**src/rtl/regfile_arb_pkg.sv**
```systemverilog
// Shared defaults, zero-register index and FSM state type for the register-file
// write-port arbiter.
package regfile_arb_pkg;

    localparam int NREQ_DEF      = 4;
    localparam int ADDR_W_DEF    = 5;
    localparam int DATA_W_DEF    = 64;
    localparam int MAX_BURST_DEF = 4;
    localparam int ZERO_REG      = 31;

    typedef enum logic [0:0] {
        ST_IDLE  = 1'b0,
        ST_OWNED = 1'b1
    } arb_state_e;

endpackage

```
**src/rtl/regfile_write_arbiter_rr_priority.sv**
```systemverilog
// Combinational round-robin search: one-hot pick of the first requester at or
// after rr_ptr, wrapping modulo NREQ.
module rr_priority
    import regfile_arb_pkg::*;
#(
    parameter int NREQ  = NREQ_DEF,
    parameter int IDX_W = 2
) (
    input  logic [NREQ-1:0]  req,
    input  logic [IDX_W-1:0] rr_ptr,
    output logic [NREQ-1:0]  pick
);

    logic w_found;

    // Scan upward from rr_ptr and keep only the first hit.
    always_comb begin
        pick    = '0;
        w_found = 1'b0;
        for (int k = 0; k < NREQ; k++) begin
            automatic int idx = int'(rr_ptr) + k;
            if (idx >= NREQ) begin
                idx = idx - NREQ;
            end else begin
                idx = idx;
            end
            if (!w_found && req[idx]) begin
                pick[idx] = 1'b1;
                w_found   = 1'b1;
            end else begin
                w_found = w_found;
            end
        end
    end

endmodule

```
**src/rtl/regfile_write_arbiter.sv**
```systemverilog
// Arbitrates NREQ requesters onto a single register-file write port with
// round-robin fairness and bounded locked bursts.
module regfile_write_arbiter
    import regfile_arb_pkg::*;
#(
    parameter int NREQ      = NREQ_DEF,
    parameter int ADDR_W    = ADDR_W_DEF,
    parameter int DATA_W    = DATA_W_DEF,
    parameter int MAX_BURST = MAX_BURST_DEF
) (
    input  logic                          clk,
    input  logic                          reset,
    input  logic [NREQ-1:0]               req,
    input  logic [NREQ-1:0]               lock,
    input  logic [NREQ-1:0][ADDR_W-1:0]   req_addr,
    input  logic [NREQ-1:0][DATA_W-1:0]   req_data,
    output logic [NREQ-1:0]               grant,
    output logic                          RegWrite,
    output logic [ADDR_W-1:0]             WriteRegister,
    output logic [DATA_W-1:0]             WriteData
);

    localparam int IDX_W = (NREQ > 1) ? $clog2(NREQ) : 1;
    localparam int BC_W  = $clog2(MAX_BURST + 1);

    arb_state_e        r_state;
    logic [IDX_W-1:0]  r_owner;
    logic [IDX_W-1:0]  r_rr_ptr;
    logic [BC_W-1:0]   r_burst_cnt;

    logic [NREQ-1:0]   w_pick;
    logic [NREQ-1:0]   w_grant;
    logic [IDX_W-1:0]  w_idx;
    logic [IDX_W-1:0]  w_idx_next;
    logic [IDX_W-1:0]  w_owner_next;
    logic [BC_W-1:0]   w_burst_inc;
    logic              w_xfer;
    logic              w_zero_dst;

    rr_priority #(
        .NREQ  (NREQ),
        .IDX_W (IDX_W)
    ) u_rr_priority (
        .req    (req),
        .rr_ptr (r_rr_ptr),
        .pick   (w_pick)
    );

    // Grant: round-robin pick when free, only the owner while a burst is held.
    always_comb begin
        w_grant = '0;
        if (reset) begin
            w_grant = '0;
        end else if (r_state == ST_IDLE) begin
            w_grant = w_pick;
        end else if (req[r_owner]) begin
            w_grant[r_owner] = 1'b1;
        end else begin
            w_grant = '0;
        end
    end

    // Binary index of the (one-hot) granted requester.
    always_comb begin
        w_idx = '0;
        for (int i = 0; i < NREQ; i++) begin
            if (w_grant[i]) begin
                w_idx = w_idx | IDX_W'(i);
            end else begin
                w_idx = w_idx;
            end
        end
    end

    assign grant        = w_grant;
    assign w_xfer       = |w_grant;
    assign w_zero_dst   = (req_addr[w_idx] == ADDR_W'(ZERO_REG));
    assign w_idx_next   = (w_idx == IDX_W'(NREQ - 1)) ? '0 : w_idx + IDX_W'(1);
    assign w_owner_next = (r_owner == IDX_W'(NREQ - 1)) ? '0 : r_owner + IDX_W'(1);
    assign w_burst_inc  = r_burst_cnt + BC_W'(1);

    // Write-port outputs and ownership FSM; writes to the zero register are
    // accepted but never reach the register file.
    always_ff @(posedge clk or posedge reset) begin
        if (reset) begin
            r_state       <= ST_IDLE;
            r_owner       <= '0;
            r_rr_ptr      <= '0;
            r_burst_cnt   <= '0;
            RegWrite      <= 1'b0;
            WriteRegister <= '0;
            WriteData     <= '0;
        end else begin
            RegWrite <= w_xfer && !w_zero_dst;
            if (w_xfer && !w_zero_dst) begin
                WriteRegister <= req_addr[w_idx];
                WriteData     <= req_data[w_idx];
            end else begin
                WriteRegister <= WriteRegister;
                WriteData     <= WriteData;
            end

            case (r_state)
                ST_IDLE: begin
                    if (w_xfer) begin
                        r_rr_ptr <= w_idx_next;
                        if (lock[w_idx] && (MAX_BURST > 1)) begin
                            r_state     <= ST_OWNED;
                            r_owner     <= w_idx;
                            r_burst_cnt <= BC_W'(1);
                        end else begin
                            r_state <= ST_IDLE;
                        end
                    end else begin
                        r_state <= ST_IDLE;
                    end
                end
                ST_OWNED: begin
                    if (!req[r_owner] || !lock[r_owner] ||
                        (w_burst_inc == BC_W'(MAX_BURST))) begin
                        r_state     <= ST_IDLE;
                        r_burst_cnt <= '0;
                        r_rr_ptr    <= w_owner_next;
                    end else begin
                        r_burst_cnt <= w_burst_inc;
                    end
                end
                default: begin
                    r_state     <= ST_IDLE;
                    r_burst_cnt <= '0;
                end
            endcase
        end
    end

endmodule

```
**config.mk**
```make
export PLATFORM = sky130hd
export DESIGN_NAME = regfile_write_arbiter
export DESIGN_NICKNAME = d
export VERILOG_FILES = /design/src/rtl/regfile_arb_pkg.sv /design/src/rtl/regfile_write_arbiter_rr_priority.sv /design/src/rtl/regfile_write_arbiter.sv
export SDC_FILE = /design/constraint.sdc
export NUM_CORES = 1
export LEC_CHECK = 0
export BUFFER_PORTS_ARGS = -buffer_cell sky130_fd_sc_hd__buf_4
export CORE_AREA = 2 2 140 142
export CTS_CLUSTER_SIZE = 25
export DETAILED_ROUTE_END_ITERATION = 6
export DIE_AREA = 0 0 142 144
export RECOVER_POWER = 50
export SYNTH_ARGS = -nofsm -noshare
export SYNTH_HDL_FRONTEND = slang
export SYNTH_SLANG_ARGS = --single-unit
```
**constraint.sdc**
```tcl
create_clock -name clk -period 5.75 [get_ports clk]
set_input_delay 0.575 -clock clk [delete_from_list [all_inputs] [get_ports clk]]
set_output_delay 0.575 -clock clk [all_outputs]
set_load 0.005 [all_outputs]
```
==> impl_results.md <==
- Run status: complete, but fails checks
- Failing checks: max-capacitance violations, max-slew violations
- Synth top area share: 36.80%
- Non-Filler Instances: 1,096
- Total setup buffers inserted after CTS: 0
- I/O Pins: 360
- DR vias: 5,568
- Final setup fails: 0
- Root Driver: clkbuf_16
- CORE AREA: 19,080 um2
- Initial DRC Count: 246
- Unrepaired setup endpoints after global routing: no
- Antenna violations before repair: 0
- Fin nets: 1,149
- Total Die Area: 20,450 um2
- CTS tree: yes
- Die Ht: 144 um
- Fin Setup TNS: 0 ns
- Worst slew margin: -52.33%
- Placer Congestion: 0.8201
- Max clock buf depth: 2
- Most common cell in the netlist: dfrtp_1
- Post-Syn Nets: 804
- EDFF count, synth: 0
- Slew Viols, Final: 82
- WS Path Type: register to register
- Sinks on Clock Net: 78
- YS warnings: 0
- Placed Area: 8240 um2
- Yosys cell types: 61
- Cts repair resizes: 0
- ANT cells: 0
- Syn Area/Cell: 10.44 um2
- CTS HTree Levels: 3
- Clock slew at reported path FFs: 0.06 ns
- Startpoint Class: register
- Max-cap violations: 2
- Top cells by area, synth: dfrtp_1 (37%), mux2i_1 (12%), mux2_2 (11%), o22ai_1 (7.8%), a21oi_1 (7.1%)
- Design area: 8373 um2
- Tot GR Track Use: 19.31%
- First-pass GRT wire length: 30,130 um
- VDD IR max: 0.3809 mV
- Sequential area share after synthesis: 36.80%
- Vias per inst: 5.080
- Largest net degree at the start of global routing: 43
- Worst hold path type: register to register
- CP arrival: 4.85 ns
- Wire per inst: 18.95 um
- Cell taking the most area after synthesis: dfrtp_1
- Mapped Area: 5304 um2
- Drt drc: 0
- Synth top cells by count: dfrtp_1 (78), a21oi_1 (75), mux2i_1 (66), o22ai_1 (66), mux2_2 (51)
- Clock latency on the worst-skew pair: 0.34 ns
- Fmax: 215.7 MHz
- Actual slew at the worst max-slew pin: 2.285 ns
- Proportion of layout cells with a drive suffix above 1: 48.72%
- Inst Count DP: 1,080
- Dpl hpwl: 16,410 um
- Die width: 142 um
- Fin Clk Skew: 0.009377 ns
- Area Overhead vs Synth: 57.87%
- Port Buffer Count: 359
- Critical Path End Type: register
- Initial Util: 27.80%
- Hold-fix buffers, CTS: 0
- DR pass1 iterations: 4
- CP Max Fanout: 42
- Total grt overflow: 0
- Commonest register cell after synthesis: dfrtp_1
- Vias in the first global route: 5,426
- Ys async rst share: 100.0%
- DRT antenna net count: 0
- Cell leakage power: 3.704 nW
- Cell count after synthesis: 508
- Power Dens Cells: 541.4 nW/um2
- Number of synthesized register bits: 78
- Number of buffers created by CTS: 9
- Fin. Hold Viols: 0
- # rows: 51
- Tot Pwr: 4.533 mW
- Required @ worst endpoint: 5.96 ns
- Final worst-path cycle share: 80.63%
- Minimum clock period: 4.636 ns
- Final WL: 20,770 um
==> report_power, final <==
group	switching (mW)	total [mW]	internal, mW
registers	0.174	1.04	0.866
clock network	0.233	0.551	0.318
logic	1.51	2.94	1.43
total	1.92	4.53	2.62
==> state kept, by name (all words and copies together), names as in the netlist <==
register / cells
r_owner: 2
r_rr_ptr: 2
RegWrite: 1
WriteRegister: 5
WriteData: 64
r_burst_cnt: 3
r_state: 1
==> critical path: stages, from the launching register on <==
cell      delay (ns)
dfrtp_1         0.50
inv_1           0.13
ha_1            0.38
mux4_2          0.52
nor2b_1         0.19
a221o_1         0.35
o311ai_4        0.44
o21a_2          0.25
buf_4           0.34
o221ai_2        0.18
nor4_4          0.35
a31oi_4         0.13
buf_4           0.33
mux2_1          0.38
==> worst paths after layout <==
check,cells past startpoint,end,from,slack [ns]
max,13,WriteData[5],r_rr_ptr[0],1.11
max in group asynchronous,3,WriteRegister[4],reset,2.15
max reg2reg,13,WriteData[5],r_rr_ptr[0],1.11
min reg2reg,1,WriteData[57],WriteData[57],0.48
min in group asynchronous,2,WriteRegister[1],reset,0.77
min,1,WriteData[57],WriteData[57],0.48
==> through the flow <==
stage | hold slack (ns) | util [%] | setup slack (ns)
after floorplan | 0.4795 | - | 1.299
after global placement | 0.4684 | 43.19 | 1.265
after detailed placement | 0.4762 | 43.19 | 1.160
after CTS | 0.4200 | 44.69 | 1.145
after global routing | 0.5035 | 43.88 | 0.6137
final | 0.4830 | 43.88 | 1.114
==> placed cells by master, fill, tap and decap left out, types with 3 or more instances in the layout <==
cell       count
clkbuf_16      9
mux2_1        16
buf_4        299
clkbuf_4      30
dfrtp_1       78
clkbuf_1      42
a21oi_1       75
o22ai_1       66
and3_1         3
nor2_1        11
mux4_2         5
mux2_2        51
o21ai_0        9
ha_1          10
mux2i_1       66
inv_1          9
nand2_1        5
nor3_1         3
nor2b_1        6
nand3_1        4
==> logic make-up after synthesis <==
group	Yosys count	synth area share [%]
AOI/OAI and AO/OA	184	22.60
muxes	138	28.80
DFF	78	36.80
buffers and inverters	48	3.869
and+or+nand+nor	48	5.237
adders and majority gates	10	2.359
xor gates and xnor gates	2	0.3303
==> metal layers <==
layer / wire length (um) / track usage [%] / vias to the layer above
met5: 0 / 0 / -
met4: 317 / 6.000 / 0
met3: 1808 / 5.166 / 18
met2: 10170 / 32.82 / 262
met1: 8474 / 23.98 / 2620
li1: - / - / 2668
==> area by class of cell <==
cell class,count,area (um2)
clock buffer,12,256.5
timing repair buffer,370,2624
sequential,78,1952
tap,238,297.8
fill,1933,10710
inverter,12,47.55
clock inverter,4,30.03
multi-input combinational,382,3166
No activity file was read; power rests on OpenSTA's default activity.
